**src/rtl/bcd_scan_counter_pkg.sv**
```systemverilog
// Shared BCD types, limits and helpers for the BCD scan counter.
// Imported by the digit cell, the interface, the top and the checker.
package bcd_scan_counter_pkg;

  localparam int BCD_W = 4;
  localparam logic [BCD_W-1:0] BCD_MAX = 4'd9;
  localparam logic [BCD_W-1:0] BCD_MIN = 4'd0;

  typedef logic [BCD_W-1:0] bcd_t;

  // Illegal codes 10-15 collapse to 0 so nothing downstream ever sees them.
  function automatic bcd_t bcd_sanitize(input bcd_t nibble);
    bcd_t res;
    if (nibble > BCD_MAX) begin
      res = BCD_MIN;
    end else begin
      res = nibble;
    end
    return res;
  endfunction

endpackage

```
**src/rtl/bcd_scan_counter_if.sv**
```systemverilog
// Control / status bundle between a counter client (master) and the
// BCD scan counter (slave).
interface bcd_scan_counter_if #(
  parameter int NDIGITS = 4
);
  import bcd_scan_counter_pkg::*;

  logic                     clr;
  logic                     load;
  logic [BCD_W*NDIGITS-1:0] load_val;
  logic                     en;
  logic                     up;
  logic [BCD_W*NDIGITS-1:0] count;
  logic                     carry;
  logic [NDIGITS-1:0]       scan_sel;
  logic [BCD_W-1:0]         scan_bcd;

  modport master (
    output clr, load, load_val, en, up,
    input  count, carry, scan_sel, scan_bcd
  );

  modport slave (
    input  clr, load, load_val, en, up,
    output count, carry, scan_sel, scan_bcd
  );

endinterface

```
**src/rtl/bcd_scan_counter_chk.sv**
```systemverilog
// Invariant checks for the BCD scan counter outputs; no functional logic.
module bcd_scan_counter_chk
  import bcd_scan_counter_pkg::*;
#(
  parameter int NDIGITS = 4
) (
  input logic                     clk,
  input logic                     rst_n,
  input logic [BCD_W*NDIGITS-1:0] count,
  input logic [NDIGITS-1:0]       scan_sel,
  input logic [BCD_W-1:0]         scan_bcd
);

  a_scan_bcd_legal: assert property (@(posedge clk) disable iff (!rst_n)
    scan_bcd <= BCD_MAX);

  a_scan_sel_onehot: assert property (@(posedge clk) disable iff (!rst_n)
    $onehot(scan_sel));

  for (genvar g = 0; g < NDIGITS; g++) begin : g_digit_chk
    a_count_digit_legal: assert property (@(posedge clk) disable iff (!rst_n)
      count[BCD_W*g +: BCD_W] <= BCD_MAX);
  end

endmodule

```
**src/rtl/bcd_scan_counter_digit.sv**
```systemverilog
// One BCD digit of the ripple counter: clear > load > step, with a
// carry/borrow out that feeds the next more significant digit.
module bcd_digit
  import bcd_scan_counter_pkg::*;
(
  input  logic clk,
  input  logic rst_n,
  input  logic clr,
  input  logic load,
  input  bcd_t load_digit,
  input  logic up,
  input  logic cin,
  output bcd_t digit,
  output bcd_t digit_nxt,
  output logic cout
);

  bcd_t digit_r;
  bcd_t digit_nxt_s;
  logic cout_s;

  // Next digit value and carry/borrow toward the next digit.
  always_comb begin
    digit_nxt_s = digit_r;
    cout_s      = 1'b0;
    if (cin) begin
      if (up) begin
        cout_s = (digit_r == BCD_MAX);
      end else begin
        cout_s = (digit_r == BCD_MIN);
      end
    end else begin
      cout_s = 1'b0;
    end
    if (clr) begin
      digit_nxt_s = BCD_MIN;
    end else if (load) begin
      digit_nxt_s = bcd_sanitize(load_digit);
    end else if (cin) begin
      if (up) begin
        if (digit_r == BCD_MAX) begin
          digit_nxt_s = BCD_MIN;
        end else begin
          digit_nxt_s = digit_r + 4'd1;
        end
      end else begin
        if (digit_r == BCD_MIN) begin
          digit_nxt_s = BCD_MAX;
        end else begin
          digit_nxt_s = digit_r - 4'd1;
        end
      end
    end else begin
      digit_nxt_s = digit_r;
    end
  end

  // Digit state register.
  always_ff @(posedge clk or negedge rst_n) begin
    if (!rst_n) begin
      digit_r <= BCD_MIN;
    end else begin
      digit_r <= digit_nxt_s;
    end
  end

  assign digit     = digit_r;
  assign digit_nxt = digit_nxt_s;
  assign cout      = cout_s;

endmodule

```
**src/rtl/bcd_scan_counter.sv**
```systemverilog
// Multi-digit BCD up/down counter with wrap pulse and a free-running digit
// scanner whose strobe and digit code are registered together.
module bcd_scan_counter
  import bcd_scan_counter_pkg::*;
#(
  parameter int NDIGITS  = 4,
  parameter int SCAN_DIV = 16
) (
  input logic               clk,
  input logic               rst_n,
  bcd_scan_counter_if.slave bus
);

  localparam int DIV_W = (SCAN_DIV > 1) ? $clog2(SCAN_DIV) : 1;
  localparam int IDX_W = (NDIGITS > 1) ? $clog2(NDIGITS) : 1;

  bcd_t               digit_s [NDIGITS];
  bcd_t               nxt_s   [NDIGITS];
  logic [NDIGITS:0]   chain_s;
  logic               wrap_s;
  logic               carry_r;
  logic [DIV_W-1:0]   div_r;
  logic [DIV_W-1:0]   div_nxt_s;
  logic [IDX_W-1:0]   idx_r;
  logic [IDX_W-1:0]   idx_nxt_s;
  logic [NDIGITS-1:0] sel_nxt_s;
  logic [NDIGITS-1:0] scan_sel_r;
  bcd_t               bcd_nxt_s;
  bcd_t               scan_bcd_r;

  assign chain_s[0] = bus.en;

  for (genvar g = 0; g < NDIGITS; g++) begin : g_digit
    bcd_digit u_digit (
      .clk        (clk),
      .rst_n      (rst_n),
      .clr        (bus.clr),
      .load       (bus.load),
      .load_digit (bus.load_val[BCD_W*g +: BCD_W]),
      .up         (bus.up),
      .cin        (chain_s[g]),
      .digit      (digit_s[g]),
      .digit_nxt  (nxt_s[g]),
      .cout       (chain_s[g+1])
    );
    assign bus.count[BCD_W*g +: BCD_W] = digit_s[g];
  end

  // A wrap only counts when the step actually happens (clr/load win).
  assign wrap_s = chain_s[NDIGITS] & ~bus.clr & ~bus.load;

  // Scanner next state plus the strobe/code pair for the next cycle.
  always_comb begin
    div_nxt_s = div_r;
    idx_nxt_s = idx_r;
    sel_nxt_s = '0;
    bcd_nxt_s = BCD_MIN;
    if (div_r == DIV_W'(SCAN_DIV - 1)) begin
      div_nxt_s = '0;
      if (idx_r == IDX_W'(NDIGITS - 1)) begin
        idx_nxt_s = '0;
      end else begin
        idx_nxt_s = idx_r + 1'b1;
      end
    end else begin
      div_nxt_s = div_r + 1'b1;
      idx_nxt_s = idx_r;
    end
    // Pair the new index with the post-update digit so strobe and code agree.
    for (int i = 0; i < NDIGITS; i++) begin
      if (idx_nxt_s == IDX_W'(i)) begin
        sel_nxt_s[i] = 1'b1;
        bcd_nxt_s    = bcd_sanitize(nxt_s[i]);
      end else begin
        sel_nxt_s[i] = 1'b0;
      end
    end
  end

  // Wrap pulse, scan divider, scan index and registered scan outputs.
  always_ff @(posedge clk or negedge rst_n) begin
    if (!rst_n) begin
      carry_r    <= 1'b0;
      div_r      <= '0;
      idx_r      <= '0;
      scan_sel_r <= NDIGITS'(1);
      scan_bcd_r <= BCD_MIN;
    end else begin
      carry_r    <= wrap_s;
      div_r      <= div_nxt_s;
      idx_r      <= idx_nxt_s;
      scan_sel_r <= sel_nxt_s;
      scan_bcd_r <= bcd_nxt_s;
    end
  end

  assign bus.carry    = carry_r;
  assign bus.scan_sel = scan_sel_r;
  assign bus.scan_bcd = scan_bcd_r;

  bcd_scan_counter_chk #(.NDIGITS(NDIGITS)) u_chk (
    .clk      (clk),
    .rst_n    (rst_n),
    .count    (bus.count),
    .scan_sel (bus.scan_sel),
    .scan_bcd (bus.scan_bcd)
  );

endmodule

```
**src/flat_wrapper.sv**
```systemverilog
// flat-port wrapper written by rule: the top's interface ports become plain ports
module bcd_scan_counter_flat import bcd_scan_counter_pkg::*;
#(
  parameter int NDIGITS  = 4,
  parameter int SCAN_DIV = 16
)
  (clk, rst_n, bus_clr, bus_load, bus_load_val, bus_en, bus_up, bus_count, bus_carry, bus_scan_sel, bus_scan_bcd);
  bcd_scan_counter_if #(.NDIGITS(NDIGITS)) bus_i ();
  input logic clk;
  input logic rst_n;
  input wire logic [$bits(bus_i.clr)-1:0] bus_clr;
  input wire logic [$bits(bus_i.load)-1:0] bus_load;
  input wire logic [$bits(bus_i.load_val)-1:0] bus_load_val;
  input wire logic [$bits(bus_i.en)-1:0] bus_en;
  input wire logic [$bits(bus_i.up)-1:0] bus_up;
  output wire logic [$bits(bus_i.count)-1:0] bus_count;
  output wire logic [$bits(bus_i.carry)-1:0] bus_carry;
  output wire logic [$bits(bus_i.scan_sel)-1:0] bus_scan_sel;
  output wire logic [$bits(bus_i.scan_bcd)-1:0] bus_scan_bcd;
  assign bus_i.clr = bus_clr;
  assign bus_i.load = bus_load;
  assign bus_i.load_val = bus_load_val;
  assign bus_i.en = bus_en;
  assign bus_i.up = bus_up;
  assign bus_count = bus_i.count;
  assign bus_carry = bus_i.carry;
  assign bus_scan_sel = bus_i.scan_sel;
  assign bus_scan_bcd = bus_i.scan_bcd;
  bcd_scan_counter #(.NDIGITS(NDIGITS), .SCAN_DIV(SCAN_DIV)) u_core (.clk(clk), .rst_n(rst_n), .bus(bus_i));
endmodule
```
**config.mk**
```make
export PLATFORM = sky130hd
export DESIGN_NAME = bcd_scan_counter_flat
export DESIGN_NICKNAME = d
export VERILOG_FILES = /design/src/rtl/bcd_scan_counter_pkg.sv /design/src/rtl/bcd_scan_counter_if.sv /design/src/rtl/bcd_scan_counter_chk.sv /design/src/rtl/bcd_scan_counter_digit.sv /design/src/rtl/bcd_scan_counter.sv /design/src/flat_wrapper.sv
export SDC_FILE = /design/constraint.sdc
export NUM_CORES = 1
export LEC_CHECK = 0
export CAP_MARGIN = 20
export CORE_MARGIN = 5
export CORE_UTILIZATION = 57
export DETAILED_ROUTE_END_ITERATION = 6
export MAX_ROUTING_LAYER = met4
export PLACE_DENSITY = 0.95
export SKIP_CTS_REPAIR_TIMING = 1
export SYNTH_ARGS = -nofsm -noshare
export SYNTH_HDL_FRONTEND = slang
export SYNTH_HIERARCHICAL = 1
export SYNTH_SLANG_ARGS = --single-unit
```
**constraint.sdc**
```tcl
create_clock -name clk -period 5.57 [get_ports clk]
set_input_delay 0.557 -clock clk [delete_from_list [all_inputs] [get_ports clk]]
set_output_delay 0.557 -clock clk [all_outputs]
set_load 0.05 [all_outputs]
```
; After elaboration in Yosys (flattened, before gate mapping)
; Cells that the tools add are included.
[totals]
mem_bits_rw = 0
elab_cells = 96
mem_count = 0
ff_bits = 31
latchBits = 0
out_inout_bits = 25
romBits = 0
input_bits = 22
[op_classes]
n_div = 0
muxes = 51
n_addsub = 10
n_shift = 0
n_mul = 0
magnitude_cmp = 8
n_bitwise = 4
eq_ne = 9
reduce_logical = 5
[ops]
columns = op, n
row1 = 4-bit two-way mux, 37
row2 = 4-bit > comparator (second input constant), 8
row3 = 4-bit by 1-bit adder with 4-bit output (second input constant), 5
row4 = 4-bit equality test (second input constant), 5
row5 = 4-bit zero test, 4
row6 = 4-bit by 1-bit subtractor with 4-bit output (second input constant), 4
row7 = 1-bit two-way mux, 12
row8 = 2-bit equality test (second input constant), 3
row9 = 2-bit two-way mux, 2
row10 = 2-bit by 1-bit adder with 2-bit output (second input constant), 1
row11 = 1-bit AND, 2
row12 = 2-bit by 1-bit equality test with 1-bit output (second input constant), 1
row13 = 2-bit zero test, 1
row14 = 1-bit NOT, 2

; Longest topological paths before layout
[logic_depth]
ltp_word = 12
depth_mapped = 14

; By module
; Netlist, hierarchy kept.
[by_module_without_submodules]
columns = module, cells_each, seq_area_each_um2, instances, area_per_inst_um2
row1 = bcd_digit, 50, 100.1, 4, 430.4
row2 = bcd_scan_counter, 67, 376.6, 1, 759.5

; Least setup slack after synthesis
; Ideal clock, no wire load.
[synth_path]
path_kind = register to register
from = register u_core.g_digit[0].u_digit.digit_r[0]
to = register u_core.scan_bcd_r[0], in the netlist u_core/bus.scan_bcd[0]
setup_slack_ns = 2.013
stages_incl_launch_ff = 15
n_path_buf = 0
arrival_time_ns = 3.433
t_required_ns = 5.445
cell_sequence = dfrtp_1 inv_1 ha_1 or3b_4 a21oi_2 and2_2 and2_2 and2_2 inv_1 or4_4 a221oi_2 o21ai_0 nand2_1 mux2i_1 mux2_2
[synth_rtl]
columns = item, line
row1 = from (decl), bcd_scan_counter_digit.sv:18  ; bcd_t digit_r;
row2 = from (signal assigned), bcd_scan_counter_digit.sv:63  ; digit_r <= digit_nxt_s;
row3 = to (signal assigned), bcd_scan_counter.sv:93  ; scan_bcd_r <= bcd_nxt_s;
row4 = to (decl), bcd_scan_counter.sv:29  ; bcd_t scan_bcd_r;

==> results.sh <==
export IMPL_dieHeight_um=75.98
export IMPL_path_clk_slew_ns=0.07
export IMPL_critPathLaunch="bus_up"
export IMPL_seqPwrFrac_pct=37.5
export IMPL_initial_core_util_pct=57.78
export IMPL_track_usage_pct=21.17
export IMPL_dp_slack_ns=1.378
export IMPL_start_kind="input port"
export IMPL_pin_count=47
export IMPL_syn_inst=267
export IMPL_r2r_cells=14
export IMPL_crit_path_end_kind="flop"
export IMPL_hold_ws_ns=0.4942
export IMPL_p_per_area_nw_per_um2=219.2
export IMPL_area_delta_synth_final_pct=23.05
export IMPL_drive_above_1_share_pct=16.08
export IMPL_pwr_share_clk_pct=35.2
export IMPL_timing_rr_start="u_core/g_digit[0].u_digit/digit[1]$_DFF_PN0_"
export IMPL_crit_required_ns=5.75
export IMPL_arrival_ns=4.21
export IMPL_num_rows=24
export IMPL_slew_violations=0
export IMPL_syn_area_um2=2481
export IMPL_worst_path_most_repeated_cell="and2_2"
export IMPL_clockRootBuffer="clkbuf_8"
export IMPL_synthesis_nets=303
export IMPL_hold_violations=0
export IMPL_timing_fmax_ghz=0.2481
export IMPL_dp_hpwl_um=4351
export IMPL_cts_htree_levels=2
export IMPL_setup_viol=0
export IMPL_postLayoutSetupSlackWorst_ns=1.539
export IMPL_r2r_slack_ns=1.80
export IMPL_antenna_found_initial=0
export IMPL_place_congestion=0.9067
export IMPL_placed_cell_area_um2=2920
export IMPL_peakVddDrop_uv=140.0
export IMPL_nFillCells=305
export IMPL_fin_nets=346
export IMPL_synth_top_area_share_pct=30.26
export IMPL_yosys_area_top_type="dfrtp_1"
export IMPL_max_stage_delay_ns=0.69
export IMPL_path_class="in2reg"
export IMPL_overflow=0
export IMPL_routedWlPerCell_um=16.71
export IMPL_die_w_um=75.98
export IMPL_coreArea_um2=4294
export IMPL_p_comb_share_pct=27.4
export IMPL_path_depth=13
export IMPL_maxSlewHeadroom_pct=48.53
export IMPL_fin_worst_skew_ns=0.006672
export IMPL_syn_avg_cell_area_um2=9.293
export IMPL_synth_area_leaders="dfrtp_1 (30%), ha_1 (7.1%), mux2i_1 (4.4%), a221oi_1 (4.2%), mux2_2 (4.1%)"
export IMPL_yosysWarnings=6
export IMPL_vias=2273
export IMPL_drv_cap=0
export IMPL_swShare_pct=31.65
export IMPL_cpLargestDelayFamily="simple AND/OR/NAND/NOR gates"
export IMPL_drt_iter0_drc=263
export IMPL_synth_seq_cells=31
export IMPL_p_leak_nw=1.306
export IMPL_clockBufferDepth=2
export IMPL_p_int_mw=0.4575
export IMPL_status="finished, final reports clean"
export IMPL_antenna_cells=0
export IMPL_worstSkewPairLatency_ns=0.29
export IMPL_numCtsBuffers=5
export IMPL_avgViaCountPerCell=6.262
export IMPL_finalInstanceArea_um2=3053
export IMPL_cts_num_sinks=31
export IMPL_finalCritPeriodShare_pct=72.37
export IMPL_critPathSlowestCell="clkdlybuf4s50_1"
export IMPL_crit_fanout=17
export IMPL_crit_buf_inv=2
export IMPL_grt_max_degree=34
export IMPL_worstPathCellList="clkdlybuf4s50_1 -> or3b_4 -> a21oi_2 -> and2_2 -> and2_2 -> and2_2 -> inv_1 -> or4_4 -> a221oi_2 -> o21ai_0 -> nand2_1 -> mux2i_1 -> mux2_2"
export IMPL_grt_pass1_wl_um=9791
export IMPL_cts_tree="yes"
export IMPL_period_minus_slack_ns=4.031
export IMPL_die_area_um2=5772
export IMPL_setup_tns_ns=0
export IMPL_synthDistinctLibCells=37
export IMPL_p_switching_mw=0.2118
export IMPL_tightestPinTransition_ns=0.7696
export IMPL_hold_path_class="reg2reg"
export IMPL_crit_end="u_core/bus.scan_bcd[0]$_DFF_PN0_"
export IMPL_drt_total_wl_um=6065
export IMPL_grt_pass1_vias=2087
export IMPL_grt_setup_unrepaired="no"
export IMPL_drt_pass1_iterations=5
export IMPL_ys_seq_area_share_pct=31.32
export IMPL_finalPower_mw=0.6693
export IMPL_timing_rr_end="u_core/bus.scan_bcd[0]$_DFF_PN0_"
export IMPL_port_buffers=46
export IMPL_post_route_drc_count=0
export IMPL_ant_nets=0
-- flip-flops by register name, summed over array words and instances (netlist names) --
signal                        cells
u_core/bus.scan_bcd               4
u_core/bus.scan_sel               4
u_core/bus.carry                  1
u_core/div_r                      4
u_core/idx_r                      2
u_core/g_digit.u_digit/digit     16
-- stage by stage --
| stage | util [%] | std cells |
|---|---|---|
| floorplan | - | 267 |
| global placement | 68.01 | 354 |
| CTS | 70.75 | 362 |
| detailed placement | 68.01 | 354 |
| finish | 71.10 | 363 |
| global route | 71.10 | 363 |
-- how the worst min path moves through the flow --
stage | startpoint | to | depth (start not counted)
2_1_floorplan | rst_n | u_core/bus.carry$_DFF_PN0_ | 0
3_3_place_gp | u_core/div_r[0]$_DFF_PN0_ | u_core/div_r[0]$_DFF_PN0_ | 1
3_5_place_dp | u_core/div_r[0]$_DFF_PN0_ | u_core/div_r[0]$_DFF_PN0_ | 1
4_1_cts | u_core/div_r[0]$_DFF_PN0_ | u_core/div_r[0]$_DFF_PN0_ | 1
5_1_grt | u_core/div_r[0]$_DFF_PN0_ | u_core/div_r[0]$_DFF_PN0_ | 1
6_report | u_core/div_r[0]$_DFF_PN0_ | u_core/div_r[0]$_DFF_PN0_ | 1
-- power by group through the flow --
stage	sequential, mW	clock, mW	combinational [mW]
3_3_place_gp	0.255	0	0.173
6_report	0.251	0.235	0.183
3_5_place_dp	0.255	0	0.178
5_1_grt	0.253	0.248	0.195
4_1_cts	0.251	0.236	0.180
2_1_floorplan	0.283	0	0.0907
-- cells in the final DEF, fill, tap and decap left out, drive strengths merged, types with 5 or more instances in the layout --
master         netlist  routed
and2b                6       6
xor2                 5       5
nand2b               8       8
nand2               16      16
a21oi               22      22
inv                 18      18
a221oi              16      16
clkbuf               4       6
nor3                 5       5
mux2                10      10
nor2b               10      10
nand3               10      10
nor2                14      14
ha                  14      14
o21ai               14      14
and2                 6       6
dfrtp               30      30
mux2i               11      11
clkdlybuf4s50        0      46
nor3b                5       5
-- cell type report --
class | count | area (um^2) | area share [%]
tap | 52 | 65.06 | 2.131
clock buffer | 6 | 82.58 | 2.705
timing repair buffer | 49 | 490.5 | 16.07
multi-input combinational | 205 | 1535 | 50.29
sequential | 31 | 777.0 | 25.45
clock inverter | 2 | 35.03 | 1.148
inverter | 18 | 67.56 | 2.213
-- logic make-up (layout without fill, tap and decap cells) --
logic type | Yosys count | after routing | synth area share [%]
compound gates | 73 | 73 | 21.63
xor+xnor | 5 | 5 | 1.765
fa+ha+maj | 14 | 14 | 7.060
buf+inv | 31 | 75 | 6.807
flops | 31 | 31 | 31.32
mux | 21 | 21 | 9.128
simple gates | 92 | 92 | 22.29
-- synth_stat cells (all sizes together) --
cell type and number:
a211o 4, a211oi 4, a21oi 22, a221oi 16, a311oi 4, a31oi 1, a32o 4, and2 6
and2b 6, buf 9, clkbuf 4, dfrtp 30, dfstp 1, ha 14, inv 18, mux2 10
mux2i 11, nand2 16, nand2b 8, nand3 10, nor2 14, nor2b 10, nor3 5, nor3b 5
o21ai 14, o21bai 4, or3 4, or3b 4, or4 4, xor2 5
-- routing by layer --
| metal | global-route usage [%] | up-vias | wire [um] |
|---|---|---|---|
| met2 | 35.19 | 105 | 3024 |
| met5 | - | - | 0 |
| li1 | - | 1061 | - |
| met1 | 24.87 | 1084 | 2344 |
| met3 | 3.664 | 23 | 465 |
| met4 | 9.609 | 0 | 231 |
-- worst reg2reg max path, stage by stage, from the launching register on --
cell      delay, ns
dfrtp_1        0.45
inv_1          0.12
ha_1           0.24
or3b_4         0.41
a21oi_2        0.15
and2_2         0.22
and2_2         0.22
and2_2         0.23
inv_1          0.08
or4_4          0.54
a221oi_2       0.35
o21ai_0        0.18
nand2_1        0.12
mux2i_1        0.07
mux2_2         0.26
No activity file was read; power rests on OpenSTA's default activity.
